**src/rtl/alu_pkg.sv**
```systemverilog
// Shared definitions for the ALU and its command sequencer: widths, opcodes
// and the sequencer FSM state encoding.
package alu_pkg;

  localparam int ALU_DATA_W = 8;
  localparam int ALU_OPC_W  = 3;

  localparam logic [ALU_OPC_W-1:0] OP_ADD = 3'd0;
  localparam logic [ALU_OPC_W-1:0] OP_SUB = 3'd1;
  localparam logic [ALU_OPC_W-1:0] OP_NOT = 3'd2;
  localparam logic [ALU_OPC_W-1:0] OP_AND = 3'd3;
  localparam logic [ALU_OPC_W-1:0] OP_OR  = 3'd4;
  localparam logic [ALU_OPC_W-1:0] OP_XOR = 3'd5;
  localparam logic [ALU_OPC_W-1:0] OP_SHL = 3'd6;
  localparam logic [ALU_OPC_W-1:0] OP_SHR = 3'd7;

  typedef enum logic [1:0] {
    IDLE = 2'd0,
    EXEC = 2'd1,
    RESP = 2'd2
  } alu_seq_state_e;

endpackage

```
**src/rtl/alu_sequencer_if.sv**
```systemverilog
// Bundle of command, response and ALU-drive signals around alu_sequencer.
// Optional rsp_zero/rsp_neg flags exist only when ALU_SEQ_FLAGS_EN is defined.
interface alu_sequencer_if #(
  parameter int DATA_W  = 8,
  parameter int OPC_W   = 3,
  parameter int COUNT_W = 16
);

  // Handshakes: a transfer happens on a rising edge where valid and ready are
  // both 1; valid never waits on ready, and payload is held until the transfer.
  logic               cmd_valid;
  logic               cmd_ready;
  logic [OPC_W-1:0]   cmd_opcode;
  logic [DATA_W-1:0]  cmd_op1;
  logic [DATA_W-1:0]  cmd_op2;
  logic               cmd_use_acc;
  logic               acc_clr;

  logic [OPC_W-1:0]   alu_opcode;
  logic [DATA_W-1:0]  alu_operand1;
  logic [DATA_W-1:0]  alu_operand2;
  logic [DATA_W-1:0]  alu_result;

  logic               rsp_valid;
  logic               rsp_ready;
  logic [DATA_W-1:0]  rsp_data;
  logic [OPC_W-1:0]   rsp_opcode;
  logic [DATA_W-1:0]  acc;
  logic [COUNT_W-1:0] op_count;

`ifdef ALU_SEQ_FLAGS_EN
  logic               rsp_zero;
  logic               rsp_neg;

  modport slave (
    input  cmd_valid, cmd_opcode, cmd_op1, cmd_op2, cmd_use_acc, acc_clr,
    input  alu_result, rsp_ready,
    output cmd_ready, alu_opcode, alu_operand1, alu_operand2,
    output rsp_valid, rsp_data, rsp_opcode, acc, op_count, rsp_zero, rsp_neg
  );

  modport master (
    output cmd_valid, cmd_opcode, cmd_op1, cmd_op2, cmd_use_acc, acc_clr,
    output alu_result, rsp_ready,
    input  cmd_ready, alu_opcode, alu_operand1, alu_operand2,
    input  rsp_valid, rsp_data, rsp_opcode, acc, op_count, rsp_zero, rsp_neg
  );
`else
  modport slave (
    input  cmd_valid, cmd_opcode, cmd_op1, cmd_op2, cmd_use_acc, acc_clr,
    input  alu_result, rsp_ready,
    output cmd_ready, alu_opcode, alu_operand1, alu_operand2,
    output rsp_valid, rsp_data, rsp_opcode, acc, op_count
  );

  modport master (
    output cmd_valid, cmd_opcode, cmd_op1, cmd_op2, cmd_use_acc, acc_clr,
    output alu_result, rsp_ready,
    input  cmd_ready, alu_opcode, alu_operand1, alu_operand2,
    input  rsp_valid, rsp_data, rsp_opcode, acc, op_count
  );
`endif

endinterface

```
**src/rtl/alu_sequencer.sv**
```systemverilog
// Command-side driver for the external 8-op ALU: IDLE -> EXEC -> RESP, with an
// accumulator and saturating op counter. ALU_SEQ_FLAGS_EN adds zero/neg flags.
module alu_sequencer
  import alu_pkg::*;
#(
  parameter int DATA_W  = ALU_DATA_W,
  parameter int OPC_W   = ALU_OPC_W,
  parameter int COUNT_W = 16
) (
  input  logic            clk,
  input  logic            rst,
  alu_sequencer_if.slave  bus,
  output alu_seq_state_e  o_state
);

  localparam logic [1:0] S_IDLE = 2'd0;
  localparam logic [1:0] S_EXEC = 2'd1;
  localparam logic [1:0] S_RESP = 2'd2;

  logic [1:0]         r_state;
  logic [OPC_W-1:0]   r_alu_opcode;
  logic [DATA_W-1:0]  r_alu_operand1;
  logic [DATA_W-1:0]  r_alu_operand2;
  logic               r_rsp_valid;
  logic [DATA_W-1:0]  r_rsp_data;
  logic [OPC_W-1:0]   r_rsp_opcode;
  logic [DATA_W-1:0]  r_acc;
  logic [COUNT_W-1:0] r_op_count;

  logic w_accept;
  logic w_capture;
  logic w_handshake;
  logic w_count_max;

  assign w_accept    = (r_state == S_IDLE) && bus.cmd_valid;
  assign w_capture   = (r_state == S_EXEC);
  assign w_handshake = (r_state == S_RESP) && bus.rsp_ready;
  assign w_count_max = &r_op_count;

  always_ff @(posedge clk) begin
    if (rst) begin
      r_state <= S_IDLE;
    end else begin
      case (r_state)
        S_IDLE:  if (bus.cmd_valid) r_state <= S_EXEC;
        S_EXEC:  r_state <= S_RESP;
        S_RESP:  if (bus.rsp_ready) r_state <= S_IDLE;
        default: r_state <= S_IDLE;
      endcase
    end
  end

  // Drive registers keep their last command between transactions.
  always_ff @(posedge clk) begin
    if (rst) begin
      r_alu_opcode   <= '0;
      r_alu_operand1 <= '0;
      r_alu_operand2 <= '0;
    end else if (w_accept) begin
      r_alu_opcode   <= bus.cmd_opcode;
      r_alu_operand1 <= bus.cmd_use_acc ? r_acc : bus.cmd_op1;
      r_alu_operand2 <= bus.cmd_op2;
    end
  end

  always_ff @(posedge clk) begin
    if (rst) begin
      r_rsp_valid  <= 1'b0;
      r_rsp_data   <= '0;
      r_rsp_opcode <= '0;
    end else if (w_capture) begin
      r_rsp_valid  <= 1'b1;
      r_rsp_data   <= bus.alu_result;
      r_rsp_opcode <= r_alu_opcode;
    end else if (w_handshake) begin
      r_rsp_valid  <= 1'b0;
    end
  end

  // A clear on the capture edge beats the new result.
  always_ff @(posedge clk) begin
    if (rst || bus.acc_clr) begin
      r_acc <= '0;
    end else if (w_capture) begin
      r_acc <= bus.alu_result;
    end
  end

  always_ff @(posedge clk) begin
    if (rst) begin
      r_op_count <= '0;
    end else if (w_handshake && !w_count_max) begin
      r_op_count <= r_op_count + 1'b1;
    end
  end

`ifdef ALU_SEQ_FLAGS_EN
  logic r_rsp_zero;
  logic r_rsp_neg;

  always_ff @(posedge clk) begin
    if (rst) begin
      r_rsp_zero <= 1'b0;
      r_rsp_neg  <= 1'b0;
    end else if (w_capture) begin
      r_rsp_zero <= (bus.alu_result == '0);
      r_rsp_neg  <= bus.alu_result[DATA_W-1];
    end
  end

  assign bus.rsp_zero = r_rsp_zero;
  assign bus.rsp_neg  = r_rsp_neg;
`endif

  assign bus.cmd_ready    = (r_state == S_IDLE);
  assign bus.alu_opcode   = r_alu_opcode;
  assign bus.alu_operand1 = r_alu_operand1;
  assign bus.alu_operand2 = r_alu_operand2;
  assign bus.rsp_valid    = r_rsp_valid;
  assign bus.rsp_data     = r_rsp_data;
  assign bus.rsp_opcode   = r_rsp_opcode;
  assign bus.acc          = r_acc;
  assign bus.op_count     = r_op_count;
  assign o_state          = alu_seq_state_e'(r_state);

endmodule

```
**src/flat_wrapper.sv**
```systemverilog
// flat-port wrapper written by rule: the top's interface ports become plain ports
module alu_sequencer_flat import alu_pkg::*;
#(
  parameter int DATA_W  = ALU_DATA_W,
  parameter int OPC_W   = ALU_OPC_W,
  parameter int COUNT_W = 16
)
  (clk, rst, o_state, bus_cmd_valid, bus_cmd_opcode, bus_cmd_op1, bus_cmd_op2, bus_cmd_use_acc, bus_acc_clr, bus_alu_result, bus_rsp_ready, bus_cmd_ready, bus_alu_opcode, bus_alu_operand1, bus_alu_operand2, bus_rsp_valid, bus_rsp_data, bus_rsp_opcode, bus_acc, bus_op_count);
  alu_sequencer_if #(.DATA_W(DATA_W), .OPC_W(OPC_W), .COUNT_W(COUNT_W)) bus_i ();
  input  logic clk;
  input  logic rst;
  output alu_seq_state_e o_state;
  input wire logic [$bits(bus_i.cmd_valid)-1:0] bus_cmd_valid;
  input wire logic [$bits(bus_i.cmd_opcode)-1:0] bus_cmd_opcode;
  input wire logic [$bits(bus_i.cmd_op1)-1:0] bus_cmd_op1;
  input wire logic [$bits(bus_i.cmd_op2)-1:0] bus_cmd_op2;
  input wire logic [$bits(bus_i.cmd_use_acc)-1:0] bus_cmd_use_acc;
  input wire logic [$bits(bus_i.acc_clr)-1:0] bus_acc_clr;
  input wire logic [$bits(bus_i.alu_result)-1:0] bus_alu_result;
  input wire logic [$bits(bus_i.rsp_ready)-1:0] bus_rsp_ready;
  output wire logic [$bits(bus_i.cmd_ready)-1:0] bus_cmd_ready;
  output wire logic [$bits(bus_i.alu_opcode)-1:0] bus_alu_opcode;
  output wire logic [$bits(bus_i.alu_operand1)-1:0] bus_alu_operand1;
  output wire logic [$bits(bus_i.alu_operand2)-1:0] bus_alu_operand2;
  output wire logic [$bits(bus_i.rsp_valid)-1:0] bus_rsp_valid;
  output wire logic [$bits(bus_i.rsp_data)-1:0] bus_rsp_data;
  output wire logic [$bits(bus_i.rsp_opcode)-1:0] bus_rsp_opcode;
  output wire logic [$bits(bus_i.acc)-1:0] bus_acc;
  output wire logic [$bits(bus_i.op_count)-1:0] bus_op_count;
  assign bus_i.cmd_valid = bus_cmd_valid;
  assign bus_i.cmd_opcode = bus_cmd_opcode;
  assign bus_i.cmd_op1 = bus_cmd_op1;
  assign bus_i.cmd_op2 = bus_cmd_op2;
  assign bus_i.cmd_use_acc = bus_cmd_use_acc;
  assign bus_i.acc_clr = bus_acc_clr;
  assign bus_i.alu_result = bus_alu_result;
  assign bus_i.rsp_ready = bus_rsp_ready;
  assign bus_cmd_ready = bus_i.cmd_ready;
  assign bus_alu_opcode = bus_i.alu_opcode;
  assign bus_alu_operand1 = bus_i.alu_operand1;
  assign bus_alu_operand2 = bus_i.alu_operand2;
  assign bus_rsp_valid = bus_i.rsp_valid;
  assign bus_rsp_data = bus_i.rsp_data;
  assign bus_rsp_opcode = bus_i.rsp_opcode;
  assign bus_acc = bus_i.acc;
  assign bus_op_count = bus_i.op_count;
  alu_sequencer #(.DATA_W(DATA_W), .OPC_W(OPC_W), .COUNT_W(COUNT_W)) u_core (.clk(clk), .rst(rst), .bus(bus_i), .o_state(o_state));
endmodule
```
**config.mk**
```make
export PLATFORM = sky130hd
export DESIGN_NAME = alu_sequencer_flat
export DESIGN_NICKNAME = d
export VERILOG_FILES = /design/src/rtl/alu_pkg.sv /design/src/rtl/alu_sequencer_if.sv /design/src/rtl/alu_sequencer.sv /design/src/flat_wrapper.sv
export SDC_FILE = /design/constraint.sdc
export NUM_CORES = 1
export LEC_CHECK = 0
export ABC_CLOCK_PERIOD_IN_PS = 2600
export CAP_MARGIN = 20
export CORE_MARGIN = 10
export CORE_UTILIZATION = 43
export CTS_CLUSTER_DIAMETER = 200
export DETAILED_ROUTE_END_ITERATION = 6
export GPL_ROUTABILITY_DRIVEN = 0
export HOLD_SLACK_MARGIN = 0.06
export PLACE_DENSITY_LB_ADDON = 0.12
export SYNTH_ARGS = -nofsm -noshare
export SYNTH_HDL_FRONTEND = slang
export SYNTH_SLANG_ARGS = --single-unit
```
**constraint.sdc**
```tcl
create_clock -name clk -period 2.6 [get_ports clk]
set_clock_uncertainty 0.1 [all_clocks]
set_input_delay 0.65 -clock clk [delete_from_list [all_inputs] [get_ports clk]]
set_output_delay 0.65 -clock clk [all_outputs]
set_load 0.005 [all_outputs]
```
==> results of run 1 <==
## registers in the layout, indices dropped and copies added (netlist names)
signal and cells:
u_core.o_state 2, u_core.bus.op_count 16, u_core.bus.alu_operand1 8, u_core.bus.alu_opcode 3, u_core.bus.rsp_data 8, u_core.bus.rsp_valid 1
u_core.bus.acc 8, u_core.bus.rsp_opcode 3, u_core.bus.alu_operand2 8
## power by group through the flow
stage               clock [mW]  combinational (mW)  sequential [mW]
finish                   0.824               0.236            0.930
global route             0.874               0.259            0.935
CTS                      0.842               0.241            0.930
detailed placement           0               0.239            0.949
global placement             0               0.235            0.948
floorplan                    0              0.0869            0.951
## cell usage after synthesis, types with 2 or more instances
library cell,number
nand2_1,60
dfxtp_1,57
a21oi_1,44
nor2_1,18
a211oi_1,12
clkbuf_1,11
nor3_1,9
mux2i_1,8
nand3_1,5
buf_1,4
o21ai_0,4
or3_1,4
and3_1,3
nand4_1,3
o31ai_1,3
or4_1,3
nor4_1,2
nor4b_1,2
## metrics by stage
step,cell area (sq um),utilization (%)
floorplan,2270,-
global placement,3260,63.9
detailed placement,3260,63.9
CTS,3460,67.7
global route,3460,67.7
finish,3460,67.7
## layout make-up
class | count | share of cell area [%]
inverter | 1 | 0.109
sequential | 57 | 33.0
clock buffer | 12 | 4.49
timing repair buffer | 97 | 27.8
clock inverter | 3 | 1.16
tap | 70 | 2.53
multi-input combinational | 197 | 30.9
## worst max path at each step
stage                            from                      end  slack, ns  depth (start not counted)
global placement        bus_rsp_ready  u_core.bus.op_count[13]       0.06                          5
CTS                 u_core.o_state[1]            bus_cmd_ready       0.29                          2
global route        u_core.o_state[1]            bus_cmd_ready       0.25                          2
detailed placement      bus_rsp_ready  u_core.bus.op_count[13]       0.02                          5
finish              u_core.o_state[1]            bus_cmd_ready       0.30                          2
floorplan               bus_rsp_ready  u_core.bus.op_count[13]       0.62                          4
## placed cells by master, fill, tap and decap left out, types with 4 or more instances in the layout
master            n
nor2_1           18
a21oi_1          44
buf_4             6
a211oi_1         12
o21ai_0           4
or3_1             4
nand3_1           5
nand2_1          60
mux2i_1           8
nor3_1            9
clkbuf_8         11
clkdlybuf4s50_1  89
dfxtp_1          57
## per-layer routing
layer	up-vias	part of all wire [%]	global-route usage (%)
met1	1024	45	19.4
met4	0	1.7	7.71
li1	1139	-	-
met3	11	6.0	5.00
met2	68	47	25.9
met5	-	0	0
## worst register-to-register path: stages, from the launching register on
cell and delay, ns:
dfxtp_1 0.42, ha_1 0.26, nand2_1 0.11, or3_4 0.42, or4_1 0.51, a21oi_1 0.15
## kinds of logic (layout without fill, tap and decap cells)
| logic type | after synthesis | count (layout) | synth area share, % |
|---|---|---|---|
| and+or+nand+nor | 122 | 122 | 26.3 |
| AOI/OAI and AO/OA | 65 | 65 | 16.2 |
| DFF | 57 | 57 | 50.2 |
| buffers and inverters | 16 | 113 | 2.64 |
| muxes | 9 | 9 | 4.02 |
| adders and majority gates | 1 | 1 | 0.551 |
==> results.toml, run 1 <==
[run_status]
status = "finished, final reports clean"

[routing]
ant_nets = 0
drt_iter0_drc = 103
routed_via_density = 5.13
wl_per_cell_microns = 15.6
drt-total-wl_microns = 6830
num_vias = 2242
first_pass_iters = 4
drc = 0

[floorplanning]
row_count = 26
die_w_microns = 92.7
start_util_pct = 44.5
die_area_sq_mm = 0.00859
die_y_microns = 92.7
design.core.area_sq_mm = 0.00511
boundaryPins = 91

[logic_synthesis]
syn_inst = 270
yosys_register_bits = 57
yosys.area.top_type = "dfxtp_1"
synth_edf_count = 0
synth_top_area_share_pct = 50.2
yosysWarnings = 0
synth.distinct_cells = 36
synthArstFlopShare_pct = 0
syn_area_sq_mm = 0.00227
yosysSeqAreaShare_pct = 50.2
synth_area_per_cell_sq_um = 8.41
yosys-top-cells-area = "dfxtp_1 50%, nand2_1 9.9%, a21oi_1 9.7%"
syn_nets = 304
synth_flop_cell = "dfxtp_1"

[min_path]
hold_depth = 2
hold_end = "u_core.bus.alu_operand2[2]"
min-delay-start = "u_core.bus.alu_operand2[2]"
min_path_type = "reg -> reg"

[clocking]
clock_path_buffers = 2
cts_tree = "built"
cts_setup_buffers = 0
clk_latency_ns = 0.33
cts_root_buffer = "clkbuf_8"
cts.sinks = 57
cts-resized-gates = 0
htree_levels = 3
cts_made_buffers = 9
cts_hold_buf = 0
path_clk_slew_ns = 0.06

[power_and_ir_drop]
combPwrFrac_pct = 11.9
power_leakage_nw = 1.23
seq_power_share_pct = 46.7
p_per_area_mw_per_mm2 = 576
swShare_pct = 23.0
power_switching_uw = 458
power.total_mw = 1.99
peakVddDrop_v = 0.000446
intPower_mw = 1.53
clkPwrFrac_pct = 41.4

[run]
cap_viol_max_count = 0

[finish]
final.fill_count = 457
layout-drive-gt1-share_pct = 7.90
antenna_cells = 0
seq_area_sq_mm = 0.00114
nets = 397
post_layout_nonfiller_instances = 437
areaGrowthSynthToFinish_pct = 52.3
multi_input_area_sq_mm = 0.00107

[worst_setup_path]
r2r_slack_ns = 0.57
cpPeakStageDelay_ns = 0.56
setup.worst_path.end_class = "output port"
cp.required_ns = 1.85
path_cells = "nor2_1 -> clkdlybuf4s50_1"
path_buf_inv = 1
reg2reg_depth = 5
path_max_fanout = 7
path_class = "reg -> out"
worstPathArrival_ns = 1.55
crit_path_start_kind = "register"
reg2reg_from = "u_core.bus.op_count[0]"
r2r_end = "u_core.bus.op_count[10]"
critPathSlowestCell = "clkdlybuf4s50_1"
crit_family = "buffers and inverters"

[placement]
pre_cts_ws_ns = 0.0224
placed_cells_incl_taps = 422
io_buffers = 90
hpwl_microns = 5090

[timing]
slew_headroom_pct = 49.1
finalMaxSlewViolations = 0
worst_slack_ns = 0.303
hold_viol_final = 0
timing.final.crit_share_pct = 88.3
setup_tns_ns = 0
worst_pin_slew_ns = 0.764
clock.fmax_ghz = 0.435
hold_ws_ns = 0.352
fin_crit_ns = 2.30
setup_viol = 0
rsz0062_at_grt = "false"

[global_route]
grt_pass1_wl_microns = 11200
grt_max_degree = 32
grt_overflow = 0
grt_pass1_vias = 2199
grtUsageTotal_pct = 16.2
grt_antenna_before_repair = 0
(Power assumes the default switching activity.)
==> run 2: changes to the inputs <==
Settings changed: REMOVE_ABC_BUFFERS set to 1.
==> run 2 against run 1 <==
  * Register-to-register slack better by 0.07 ns
  * Highest routed layer unchanged
  * Largest power group unchanged
  * Wire length is 3.0% lower
  * Clock power is 6.9% higher
==> results.toml, run 2 (synthesis results as in run 1) <==
[run_status]
status = "finished, final reports clean"

[finish]
layout_common_cells = "89 x clkdlybuf4s50_1, 60 x nand2_1, 57 x dfxtp_1, 44 x a21oi_1, 18 x nor2_1"
antenna_cells = 0
seq_area_sq_mm = 0.00114
nets = 399
final.fill_count = 438
areaGrowthSynthToFinish_pct = 53.2
layout-drive-gt1-share_pct = 8.67
multi_input_area_sq_mm = 0.00107
final_common_cell = "clkdlybuf4s50_1"
largest_reg_flops = 16

[routing]
routed_via_density = 5.03
drt-total-wl_microns = 6630
wl_per_cell_microns = 15.1
drt_iter0_drc = 54
drc = 0
ant_nets = 0
num_vias = 2209
first_pass_iters = 4

[worst_setup_path]
cpPeakStageDelay_ns = 0.54
path_max_fanout = 3
path_cells = "clkdlybuf4s50_1 -> nand3b_4 -> or4_4 -> or4_1 -> a21oi_1"
crit_path_start_kind = "primary input"
path_class = "in -> reg"
setup.worst_path.end_class = "register"
reg2reg_depth = 5
worstPathArrival_ns = 2.38
cp.required_ns = 2.75
reg2reg_from = "u_core.bus.op_count[1]"
crit_start = "bus_rsp_ready"
critPathSlowestCell = "clkdlybuf4s50_1"

[global_route]
grt_overflow = 0
grt_pass1_wl_microns = 10900
grtUsageTotal_pct = 15.6
grt_pass1_vias = 2231
grt_max_degree = 28
grt_antenna_before_repair = 0

[power_and_ir_drop]
swShare_pct = 22.5
power_switching_uw = 460
seq_power_share_pct = 45.5
intPower_mw = 1.59
power_leakage_nw = 1.24
clkPwrFrac_pct = 43.1
combPwrFrac_pct = 11.5
peakVddDrop_v = 0.000367
power.total_mw = 2.05
p_per_area_mw_per_mm2 = 588

[timing]
setup_tns_ns = 0
setup_viol = 0
worst_pin_slew_ns = 0.723
rsz0062_at_grt = "false"
fin_crit_ns = 2.23
finalMaxSlewViolations = 0
slew_headroom_pct = 51.8
clock.fmax_ghz = 0.449
hold_viol_final = 0
timing.final.crit_share_pct = 85.8

[floorplanning]
die_area_sq_mm = 0.00859
boundaryPins = 91
design.core.area_sq_mm = 0.00511
die_w_microns = 92.7
die_y_microns = 92.7
row_count = 26
start_util_pct = 44.5

[run]
cap_viol_max_count = 0

[clocking]
clk_latency_ns = 0.32
cts_tree = "built"
cts_made_buffers = 9
cts-resized-gates = 0
cts_root_buffer = "clkbuf_8"
cts_hold_buf = 0
cts.sinks = 57
path_clk_slew_ns = 0.06
htree_levels = 3
clock_path_buffers = 2
cts_setup_buffers = 0

[placement]
hpwl_microns = 4900
io_buffers = 90

[min_path]
hold_depth = 2
min_path_type = "reg -> reg"
min-delay-start = "u_core.bus.rsp_opcode[2]"
run 2: power by group through the flow:
stage | clock network [mW] | registers [mW] | logic, mW
after floorplan | 0 | 0.951 | 0.0701
after global placement | 0 | 0.948 | 0.238
after detailed placement | 0 | 0.949 | 0.238
after CTS | 0.893 | 0.930 | 0.240
after global routing | 0.933 | 0.933 | 0.260
final | 0.881 | 0.930 | 0.235
run 2: metrics by stage:
step | cells | hold slack, ns | instance area (sq um) | worst slack [ns] | util [%]
3_5_place_dp | 424 | 0.348 | 3270 | 0.0505 | 63.9
4_1_cts | 439 | 0.359 | 3480 | 0.372 | 68.1
2_1_floorplan | 255 | 0.347 | 2210 | 0.625 | -
6_report | 439 | 0.356 | 3480 | 0.370 | 68.1
3_3_place_gp | 424 | 0.341 | 3270 | 0.0877 | 63.9
5_1_grt | 439 | 0.378 | 3480 | 0.271 | 68.1
run 2: cell type report:
type | instances | area share (%)
tap | 70 | 2.52
sequential | 57 | 32.8
clock buffer | 13 | 5.14
timing repair buffer | 99 | 27.7
inverter | 1 | 0.108
clock inverter | 2 | 1.01
multi-input combinational | 197 | 30.7
run 2: path summary, 6_finish.rpt:
check	to	slack, ns
worst max-delay path	u_core.bus.op_count[13]	0.37
worst min-delay path	u_core.bus.rsp_opcode[2]	0.36
worst max register to register	u_core.bus.op_count[10]	0.64
worst min register to register	u_core.bus.rsp_opcode[2]	0.36
run 2: per-layer routing:
layer | GRT usage, % | vias to the layer above | wire, microns | share of wire, %
met1 | 16.8 | 1000 | 2700 | 41
met5 | 0 | - | 0 | 0
li1 | - | 1145 | - | -
met4 | 5.40 | 0 | 83 | 1.3
met3 | 9.28 | 9 | 630 | 9.5
met2 | 25.1 | 55 | 3220 | 49
run 2: critical path: cells and delay by family:
family                 cells  cell delay (ns)
AND/OR/NAND/NOR            3             1.03
AO/OA/AOI/OAI              1             0.16
buffers and inverters      1             0.54
==> run 3: changes to the inputs <==
==> constraint.sdc (replaced) <==
create_clock -name clk -period 2.6 [get_ports clk]
set_clock_uncertainty 0.1 [all_clocks]
set_input_delay 0.52 -clock clk [delete_from_list [all_inputs] [get_ports clk]]
set_output_delay 0.52 -clock clk [all_outputs]
set_load 0.005 [all_outputs]
==> run 3 against run 2 <==
  * Critical path depth decreased by 3
  * Worst hold slack got worse by 0.0032 ns
  * Combinational power about the same
  * Count of clock-buffer cells in the layout fell by 1
  * Sequential cell count stayed put
  * Non-clock buffer count down 2
  * Sequential power barely moved
  * Utilization down 0.66 points
  * Largest cell class unchanged
  * Register-to-register slack barely moved
  * Clock power decreased by 6.9%
  * Critical endpoint is now bus_cmd_ready
  * Power down 2.9%
==> results.toml, run 3 (synthesis results as in run 1) <==
[run_status]
status = "finished, final reports clean"

[power_and_ir_drop]
clkPwrFrac_pct = 41.3
seq_power_share_pct = 46.9
peakVddDrop_v = 0.000374
intPower_mw = 1.53
power_leakage_nw = 1.23
combPwrFrac_pct = 11.8
p_per_area_mw_per_mm2 = 576
power_switching_uw = 455
swShare_pct = 22.9

[timing]
finalMaxSlewViolations = 0
hold_viol_final = 0
setup_tns_ns = 0
setup_viol = 0
clock.fmax_ghz = 0.474
rsz0062_at_grt = "false"
timing.final.crit_share_pct = 81.1
fin_crit_ns = 2.11
slew_headroom_pct = 49.0
worst_pin_slew_ns = 0.764

[worst_setup_path]
crit_path_start_kind = "register"
worstPathArrival_ns = 1.49
path_class = "reg -> out"
setup.worst_path.end_class = "output port"
path_max_fanout = 7
r2r_slack_ns = 0.63
cp.required_ns = 1.98

[clocking]
cts_made_buffers = 9
clock_path_buffers = 2
cts_root_buffer = "clkbuf_8"
cts_setup_buffers = 0
htree_levels = 3
cts.sinks = 57
cts_tree = "built"
cts_hold_buf = 0
clk_latency_ns = 0.33
cts-resized-gates = 0
path_clk_slew_ns = 0.06

[floorplanning]
die_y_microns = 92.7
die_area_sq_mm = 0.00859
row_count = 26
start_util_pct = 44.5
boundaryPins = 91
design.core.area_sq_mm = 0.00511
die_w_microns = 92.7

[finish]
largest_reg_flops = 16
nets = 397
antenna_cells = 0
final.fill_count = 444
areaGrowthSynthToFinish_pct = 51.7
fin_area_sq_mm = 0.00345
final_common_cell = "clkdlybuf4s50_1"
layout-drive-gt1-share_pct = 7.90
layout_common_cells = "89 x clkdlybuf4s50_1, 60 x nand2_1, 57 x dfxtp_1, 44 x a21oi_1, 18 x nor2_1"
fin_util_pct = 67.5

[global_route]
grt_pass1_vias = 2264
grt_max_degree = 29
grt_pass1_wl_microns = 11100
grt_overflow = 0
grt_antenna_before_repair = 0
grtUsageTotal_pct = 15.9

[routing]
first_pass_iters = 4
routed_via_density = 5.20
ant_nets = 0
drt_iter0_drc = 77
drt-total-wl_microns = 6830
wl_per_cell_microns = 15.6
drc = 0
num_vias = 2274

[placement]
hpwl_microns = 5030
io_buffers = 90
placed_cell_area_sq_mm = 0.00325

[run]
cap_viol_max_count = 0

[min_path]
min_path_type = "reg -> reg"
run 3: final timing paths:
path	end	startpoint	cells past startpoint
worst min-delay path	u_core.bus.rsp_data[2]	u_core.bus.rsp_data[2]	2
worst max register to register	u_core.bus.op_count[10]	u_core.bus.op_count[0]	5
worst min register to register	u_core.bus.rsp_data[2]	u_core.bus.rsp_data[2]	2
worst max-delay path	bus_cmd_ready	u_core.o_state[1]	2
run 3: power by group through the flow:
stage	clock network (mW)	logic (mW)	registers, mW
final	0.820	0.235	0.930
after detailed placement	0	0.239	0.949
after CTS	0.841	0.241	0.930
after floorplan	0	0.0701	0.951
after global routing	0.877	0.261	0.934
after global placement	0	0.236	0.947
run 3: metrics by stage:
step | power [mW] | hold slack (ns) | instances | worst slack [ns]
CTS | 2.01 | 0.354 | 437 | 0.489
global route | 2.07 | 0.372 | 437 | 0.400
detailed placement | 1.19 | 0.347 | 422 | 0.167
finish | 1.99 | 0.353 | 437 | 0.491
floorplan | 1.02 | 0.347 | 255 | 0.714
global placement | 1.18 | 0.341 | 422 | 0.191
run 3: cell type report:
cell class,count,area [sq um],area share [%]
timing repair buffer,97,948,27.5
multi-input combinational,197,1070,31.0
tap,70,87.6,2.54
clock buffer,12,155,4.50
clock inverter,3,40.0,1.16
sequential,57,1140,33.1
inverter,1,3.75,0.109
run 3: critical path, stage by stage (launching register included):
cell	delay (ns)
dfxtp_1	0.38
nor2_1	0.21
clkdlybuf4s50_1	0.57
run 3: routing by layer:
| metal | vias to the layer above | part of all wire, % | GRT usage [%] |
|---|---|---|---|
| met5 | - | 0 | 0 |
| met4 | 0 | 1.4 | 6.43 |
| met3 | 9 | 10 | 7.99 |
| met2 | 76 | 48 | 25.1 |
| met1 | 1047 | 41 | 17.9 |
| li1 | 1142 | - | - |
